$ cat src/rtl/hdd_pkg.sv
// Shared widths, reset values and field-select encodings for the hour/date/day register bank.
package hdd_pkg;

    localparam int unsigned HOUR_W = 5;
    localparam int unsigned DATE_W = 5;
    localparam int unsigned DAY_W  = 3;
    localparam int unsigned BUS_W  = 6;

    localparam int unsigned HOUR_RST = 0;
    localparam int unsigned DATE_RST = 1;
    localparam int unsigned DAY_RST  = 0;

    typedef enum logic [1:0] {
        SEL_HOUR = 2'd0,
        SEL_DATE = 2'd1,
        SEL_DAY  = 2'd2,
        SEL_NONE = 2'd3
    } sel_e;

endpackage

$ cat src/rtl/wrap_counter.sv
// Loadable wrap-around counter.
// The counter restarts at MIN once its value has reached the limit, and it also wraps from any
// value above the limit. The limit is the MAX parameter, or the max_in port when DYN_MAX is set.
// The wrap output is combinational: it is high in a cycle where an increment wraps the counter.
module wrap_counter #(
    parameter int unsigned WIDTH   = 5,
    parameter int unsigned MIN     = 0,
    parameter int unsigned MAX     = 23,
    parameter bit          DYN_MAX = 1'b0
) (
    input  logic             clk,
    input  logic             rst_n,
    input  logic             clear,
    input  logic             load,
    input  logic [WIDTH-1:0] load_val,
    input  logic             inc,
    input  logic [WIDTH-1:0] max_in,
    output logic [WIDTH-1:0] value,
    output logic             wrap
);

    logic [WIDTH-1:0] value_q, value_d;
    logic [WIDTH-1:0] limit;
    logic             at_max;

    assign limit  = DYN_MAX ? max_in : WIDTH'(MAX);
    // ">=" rather than "==" so a value left above a shrunken limit still wraps
    assign at_max = (value_q >= limit);
    assign wrap   = inc && !clear && !load && at_max;
    assign value  = value_q;

    // Next value: clear over load over increment
    always_comb begin
        value_d = value_q;
        if (clear) begin
            value_d = WIDTH'(MIN);
        end else if (load) begin
            value_d = load_val;
        end else if (inc) begin
            value_d = at_max ? WIDTH'(MIN) : value_q + WIDTH'(1);
        end
    end

    // Counter state register
    always_ff @(posedge clk or negedge rst_n) begin
        if (!rst_n) begin
            value_q <= WIDTH'(MIN);
        end else begin
            value_q <= value_d;
        end
    end

endmodule

$ cat src/rtl/hour_date_day_regs.sv
// Hour, date-of-month and day-of-week register bank on the shared field databus.
// Each field can be loaded, cleared or read back. The hour-advance strobe ripples its carry into
// the date and weekday fields.
// Build option: define LOAD_CHECK_EN to reject out-of-range loads. A rejected load leaves the field
// unchanged and raises a load_err pulse.
module hour_date_day_regs #(
    parameter int unsigned HOUR_MAX = 23,
    parameter int unsigned DAY_MAX  = 6,
    parameter int unsigned BUS_W    = 6
) (
    input  logic             clk,
    input  logic             rst_n,
    input  logic             load,
    input  logic             clear,
    input  logic             enable,
    input  logic [1:0]       sel,
    input  logic [BUS_W-1:0] bus_in,
    input  logic             inc,
    input  logic [4:0]       month_len,
    output logic [4:0]       hour,
    output logic [4:0]       date,
    output logic [2:0]       day,
    output logic [BUS_W-1:0] bus_out,
    output logic             bus_oe,
    output logic             date_carry,
    output logic             load_err
);

    import hdd_pkg::*;

    logic field_load;
    logic inc_eff;
    logic hour_ok, date_ok, day_ok;
    logic load_hour, load_date, load_day;
    logic hour_wrap, date_wrap, day_wrap;
    logic date_carry_q;

    // A load that targets a real field drops that cycle's increment, even when the load is rejected
    assign field_load = load && (sel != SEL_NONE);
    assign inc_eff    = inc && !clear && !field_load;

`ifdef LOAD_CHECK_EN
    logic load_err_q;
    logic load_err_d;

    // The range check uses the full bus value, so wide values cannot alias into range
    assign hour_ok = (32'(bus_in) <= HOUR_MAX);
    assign date_ok = (bus_in != '0) && (32'(bus_in) <= 32'(month_len));
    assign day_ok  = (32'(bus_in) <= DAY_MAX);

    assign load_err_d = load && !clear && (((sel == SEL_HOUR) && !hour_ok) ||
                                           ((sel == SEL_DATE) && !date_ok) ||
                                           ((sel == SEL_DAY)  && !day_ok));

    // Registered one-cycle rejected-load pulse
    always_ff @(posedge clk or negedge rst_n) begin
        if (!rst_n) begin
            load_err_q <= 1'b0;
        end else begin
            load_err_q <= load_err_d;
        end
    end

    assign load_err = load_err_q;
`else
    assign hour_ok  = 1'b1;
    assign date_ok  = 1'b1;
    assign day_ok   = 1'b1;
    assign load_err = 1'b0;
`endif

    assign load_hour = load && (sel == SEL_HOUR) && hour_ok;
    assign load_date = load && (sel == SEL_DATE) && date_ok;
    assign load_day  = load && (sel == SEL_DAY)  && day_ok;

    wrap_counter #(
        .WIDTH   (HOUR_W),
        .MIN     (HOUR_RST),
        .MAX     (HOUR_MAX),
        .DYN_MAX (1'b0)
    ) u_hour (
        .clk      (clk),
        .rst_n    (rst_n),
        .clear    (clear),
        .load     (load_hour),
        .load_val (bus_in[HOUR_W-1:0]),
        .inc      (inc_eff),
        .max_in   (HOUR_W'(HOUR_MAX)),
        .value    (hour),
        .wrap     (hour_wrap)
    );

    wrap_counter #(
        .WIDTH   (DATE_W),
        .MIN     (DATE_RST),
        .MAX     (31),
        .DYN_MAX (1'b1)
    ) u_date (
        .clk      (clk),
        .rst_n    (rst_n),
        .clear    (clear),
        .load     (load_date),
        .load_val (bus_in[DATE_W-1:0]),
        .inc      (hour_wrap),
        .max_in   (month_len),
        .value    (date),
        .wrap     (date_wrap)
    );

    wrap_counter #(
        .WIDTH   (DAY_W),
        .MIN     (DAY_RST),
        .MAX     (DAY_MAX),
        .DYN_MAX (1'b0)
    ) u_day (
        .clk      (clk),
        .rst_n    (rst_n),
        .clear    (clear),
        .load     (load_day),
        .load_val (bus_in[DAY_W-1:0]),
        .inc      (hour_wrap),
        .max_in   (DAY_W'(DAY_MAX)),
        .value    (day),
        .wrap     (day_wrap)
    );

    // The weekday wrap is not exported; only the date carry feeds the month register
    logic unused_sig;
    assign unused_sig = day_wrap;

    // Registered one-cycle date-rollover pulse for the month register
    always_ff @(posedge clk or negedge rst_n) begin
        if (!rst_n) begin
            date_carry_q <= 1'b0;
        end else begin
            date_carry_q <= date_wrap;
        end
    end

    assign date_carry = date_carry_q;
    assign bus_oe     = enable;

    // Read-back mux: the selected field is zero-extended, and the mux drives 0 when idle
    always_comb begin
        bus_out = '0;
        if (enable) begin
            case (sel_e'(sel))
                SEL_HOUR: bus_out = BUS_W'(hour);
                SEL_DATE: bus_out = BUS_W'(date);
                SEL_DAY:  bus_out = BUS_W'(day);
                default:  bus_out = '0;
            endcase
        end
    end

endmodule

$ cat config.mk
export PLATFORM = sky130hd
export DESIGN_NAME = hour_date_day_regs
export DESIGN_NICKNAME = d
export VERILOG_FILES = /design/src/rtl/hdd_pkg.sv /design/src/rtl/wrap_counter.sv /design/src/rtl/hour_date_day_regs.sv
export SDC_FILE = /design/constraint.sdc
export NUM_CORES = 1
export LEC_CHECK = 0
export CORE_ASPECT_RATIO = 0.5
export CORE_MARGIN = 2
export CORE_UTILIZATION = 30
export CTS_BUF_LIST = sky130_fd_sc_hd__clkbuf_8
export DETAILED_ROUTE_END_ITERATION = 12
export PLACE_DENSITY = 0.67
export SLEW_MARGIN = 10
export SYNTH_ARGS = -nofsm -noshare
export SYNTH_HDL_FRONTEND = slang
export SYNTH_SLANG_ARGS = --single-unit
export TNS_END_PERCENT = 30
$ cat constraint.sdc
create_clock -name clk -period 5.75 [get_ports clk]
set_input_delay 1.725 -clock clk [delete_from_list [all_inputs] [get_ports clk]]
set_output_delay 1.725 -clock clk [all_outputs]
set_load 0.02 [all_outputs]
# Word-level counts from Yosys, hierarchy flattened
# Cells that the tools add are included.
totals:
  regBits: 14
  out_inout_bits: 22
  elab_cells: 47
op_classes:
  add_sub_neg: 3
  magnitude_cmp: 3
  eq_ne: 3
  mux: 14
  reduce_logical: 20
op_table:
  columns: ["operator", "n"]
  rows:
  - ["$mux 5", 8]
  - ["$pmux 5 s3", 1]
  - ["$logic_and 1x1->1", 12]
  - ["$mux 3", 4]
  - ["$add 5x1->5 const B", 2]
  - ["$reduce_bool 3->1", 3]
  - ["$mux 6", 1]
  - ["$ge 5x5->1", 1]
  - ["$ge 5x5->1 const B", 1]
  - ["$logic_not 1->1", 4]
  - ["$add 3x1->3 const B", 1]
  - ["$ge 3x3->1 const B", 1]
  - ["$eq 2x1->1 const B", 1]
  - ["$eq 2x2->1 const B", 1]
  - ["$logic_not 2->1", 1]
  - ["$ne 2x2->1 const B", 1]

# Depth between registers and ports, before layout
logic_depth:
  depth_word: 10
  depth_mapped: 7

# By module
# From an unflattened synthesis, not the netlist that was laid out.
hier_totals:
  hier_cells: 148
  hier_area_um2: 1262.5
modules_own_cells:
  columns: ["module", "instances", "cells_per_inst", "area_each_um2", "seq_area_each_um2"]
  rows:
  - ["wrap_counter (u_date)", 1, 55, 474.2, 126.4]
  - ["wrap_counter (u_hour)", 1, 40, 367.9, 125.1]
  - ["hour_date_day_regs", 1, 32, 234.0, 25.0]
  - ["wrap_counter (u_day)", 1, 21, 186.4, 75.1]

# Worst setup path after synthesis
# No wires, ideal clock.
synth_path:
  path_kind: "input to output"
  startpoint: "in sel[0]"
  endpoint: "out bus_out[2]"
  t_arrival_ns: 2.598
  t_required_ns: 4.025
  path_slack_ns: 1.427
  cell_stages: 6
  cell_sequence: "buf_2 nor2b_1 clkbuf_1 nand2_1 o21ai_0 and2_1"
synth_between:
  elab_chain_cells: 3
  elab_cells_between_ends: 5
  classes_between: "2 x eq/ne; 2 x mux; 1 x reduce/logical"
synth_lines:
  columns: ["element", "line_no", "text"]
  rows:
  - ["start, declared", "hour_date_day_regs.sv:16", "input logic [1:0] sel,"]
  - ["$eq 2x2->1 (tied with other cells)", "hour_date_day_regs.sv:147", "case (sel_e'(sel))"]
  - ["$pmux 5 s3 (*)", "hour_date_day_regs.sv:147", null]
  - ["$mux 6 (*)", "hour_date_day_regs.sv:146", "if (enable) begin"]
  - ["end, declared", "hour_date_day_regs.sv:23", "output logic [BUS_W-1:0] bus_out,"]
# Every way passes the cells marked *; elsewhere a longest branch is shown, timed or not.

# Worst setup path after layout
# Ends and elaborated chain as after synthesis.

==> results.ini <==
[synth]
synth-seq-cells=14
syn_avg_cell_area_um2=8.61
seq_area_frac_synth=0.296
syn_area_um2=1190
synth_edf_count=0
synth-async-reset-ratio=1.00
synthDistinctLibCells=44
ys_warn_count=0
yosys_most_used_dff=dfrtp_1
syn_inst=138

[clocking]
hold_buffers=0
cts_buffers=3
cts_resized=0
cts_tree=done
clock_latency_ns=0.26
cts.clk_slew.worst_paths_ns=0.06
clockBufferDepth=2
htree_levels=1
cts_sinks=14
root_buffer=clkbuf_8
postCtsSetupRepairBufs=0

[route]
wl_um=3160
drc=0
dr.pass1.iters=4
wl_per_cell_um=13.8
first_iter_violations=38
via_per_inst=4.98
ant_nets=0
vias=1135

[sta]
finalHoldViolCount=0
fin_setup_tns_ns=0
maxSlewViolCount=0
fin_ws_ns=0.487
period_minus_slack_ns=5.26
setup_viol=0
rsz0062_at_grt=false
worst_pin_slew_ns=0.668
slew_headroom=0.553
skew_ns=0.00659
fin_crit_sh=0.915
fmax_mhz=190

[worst_hold_path]
hold_class=flop to flop
hold_depth=2

[finish]
area_delta_synth_final_pct=39.4
fillCellCount=400
fin_nets=203
fin_cells=228
n_antenna_cell=0
drive_above_1_share=0.0920
post-route-util=0.431
finalInstanceArea_um2=1660

[power_and_ir_drop]
switchingPower_w=0.0000860
p_clk_frac=0.347
comb_power_share=0.259
pwr-share-seq=0.394
power_density_nw_per_um2=173
sw_frac_of_total=0.299
power_leakage_nw=0.682
ir_worst_vdd_uv=81.0
internal_power_w=0.000201

[global_routing]
grt.overflow.total=0
grt.total_usage=0.150
grt_pass1_wl_um=5280
antenna_found_initial=0
grt_max_degree=16
grt_pass1_vias=1073

[floorplan]
die_h_um=48.5
rows=16
core_um2=3840
boundaryPins=41
dieArea_um2=4510
start_util=0.309
die_x_um=93.0

[placed_design]
port_buffers=37
dpl.hpwl_um=2400
dp_cells=224
gp_congestion=0.845
post-place-ws_ns=0.477
placed_cell_area_um2=1600

[setup_path]
cp-endpoint=bus_out[2]
cp.arrival_ns=3.54
crit_type=input port to output port
reg2regPathDepth=7
reg2reg_from=u_date.value[0]
crit_fanout=9
rr_endpoint=u_date.value[1]
required_ns=4.03
start_kind=input port
crit_path_start=sel[0]
rrSetupSlack_ns=3.86
cp-end-kind=output port

[run_status]
status=complete, no violations

[run]
maxCapViolations=0

==> worst min path at each step <==
| stage | from | to | slack [ns] |
|---|---|---|---|
| after CTS | u_day.value[2] | u_day.value[2] | 0.65 |
| after global placement | u_day.value[2] | u_day.value[2] | 0.62 |
| final | u_date.value[0] | u_date.value[0] | 0.66 |
| after detailed placement | u_date.value[0] | u_date.value[0] | 0.64 |
| after floorplan | u_date.value[0] | u_date.value[0] | 0.66 |
| after global routing | u_day.value[2] | u_day.value[2] | 0.67 |
==> cell usage in the layout, fill, tap and decap left out, drive strengths merged, types with 2 or more instances in the layout <==
cell type and count:
a211oi 5, a21oi 3, a311oi 3, a31oi 5, and2 3, and3 6, buf 2, clkbuf 4
clkdlybuf4s50 37, conb 2, dfrtp 13, ha 9, inv 8, mux2i 6, nand2 9, nand3 6
nand3b 2, nor2 15, nor2b 2, nor3 4, nor4b 2, o21a 2, o21ai 8, o22ai 4
xor2 2
==> state kept, by name, indices dropped and copies added (netlist names) <==
register / count
u_date.value: 5
u_hour.value: 5
u_day.value: 3
date_carry: 1
==> through the flow <==
step	total power [W]	hold WS, ns
floorplan	0.000154	0.656
global placement	0.000188	0.625
detailed placement	0.000189	0.642
CTS	0.000290	0.649
global route	0.000303	0.666
finish	0.000287	0.662
==> layout make-up <==
| cell class | instances | area, um^2 | area share |
|---|---|---|---|
| Sequential cell | 14 | 352 | 0.212 |
| Tap cell | 54 | 67.6 | 0.0408 |
| Inverter | 8 | 30.0 | 0.0181 |
| Clock buffer | 4 | 55.1 | 0.0332 |
| Multi-Input combinational cell | 109 | 767 | 0.463 |
| Timing Repair Buffer | 39 | 385 | 0.233 |
==> cells by family after synthesis <==
group / share of synthesized area
buffers and inverters: 0.0621
muxes: 0.0505
and+or+nand+nor: 0.268
xor gates and xnor gates: 0.0221
AOI/OAI and AO/OA: 0.203
adders and majority gates: 0.0947
other: 0.00315
DFF: 0.296
==> routing by layer <==
metal  part of all wire  vias up  global-route usage
li1                   -      571                   -
met1               0.47      540               0.206
met2               0.47       20               0.234
met3              0.039        4              0.0327
met4              0.016        0              0.0539
met5                  0        -                   0
==> power by group through the flow <==
stage	clock network, W	registers, W	logic, W
floorplan	0	0.000118	0.0000352
global placement	0	0.000115	0.0000734
detailed placement	0	0.000115	0.0000744
CTS	0.000103	0.000113	0.0000747
global route	0.000107	0.000114	0.0000813
finish	0.0000997	0.000113	0.0000743
==> synth_stat cells (2+ instances only) <==
master     n  area [um^2]
a211oi_1   4         30.0
a21oi_1    3         15.0
a311oi_1   2         17.5
a31oi_1    5         31.3
and2_1     3         18.8
and3_1     6         37.5
buf_2      2         10.0
buf_4      3         22.5
clkbuf_1   3         11.3
dfrtp_1   13          325
ha_1       9          113
inv_1      8         30.0
mux2i_1    6         60.1
nand2_1    8         30.0
nand3_1    5         25.0
nand3b_1   2         15.0
nor2_1    14         52.6
nor2b_1    2         12.5
nor3_1     3         15.0
nor4b_1    2         17.5
o21a_1     2         15.0
o21ai_0    7         35.0
o22ai_1    4         25.0
xor2_1     2         17.5
==> worst max-delay path: stages <==
cell	delay (ns)
clkdlybuf4s50_1	0.49
nor2b_1	0.38
nand2_1	0.11
o21ai_0	0.09
and2_1	0.14
clkdlybuf4s50_1	0.60
Power figures use the tool's default switching activity.
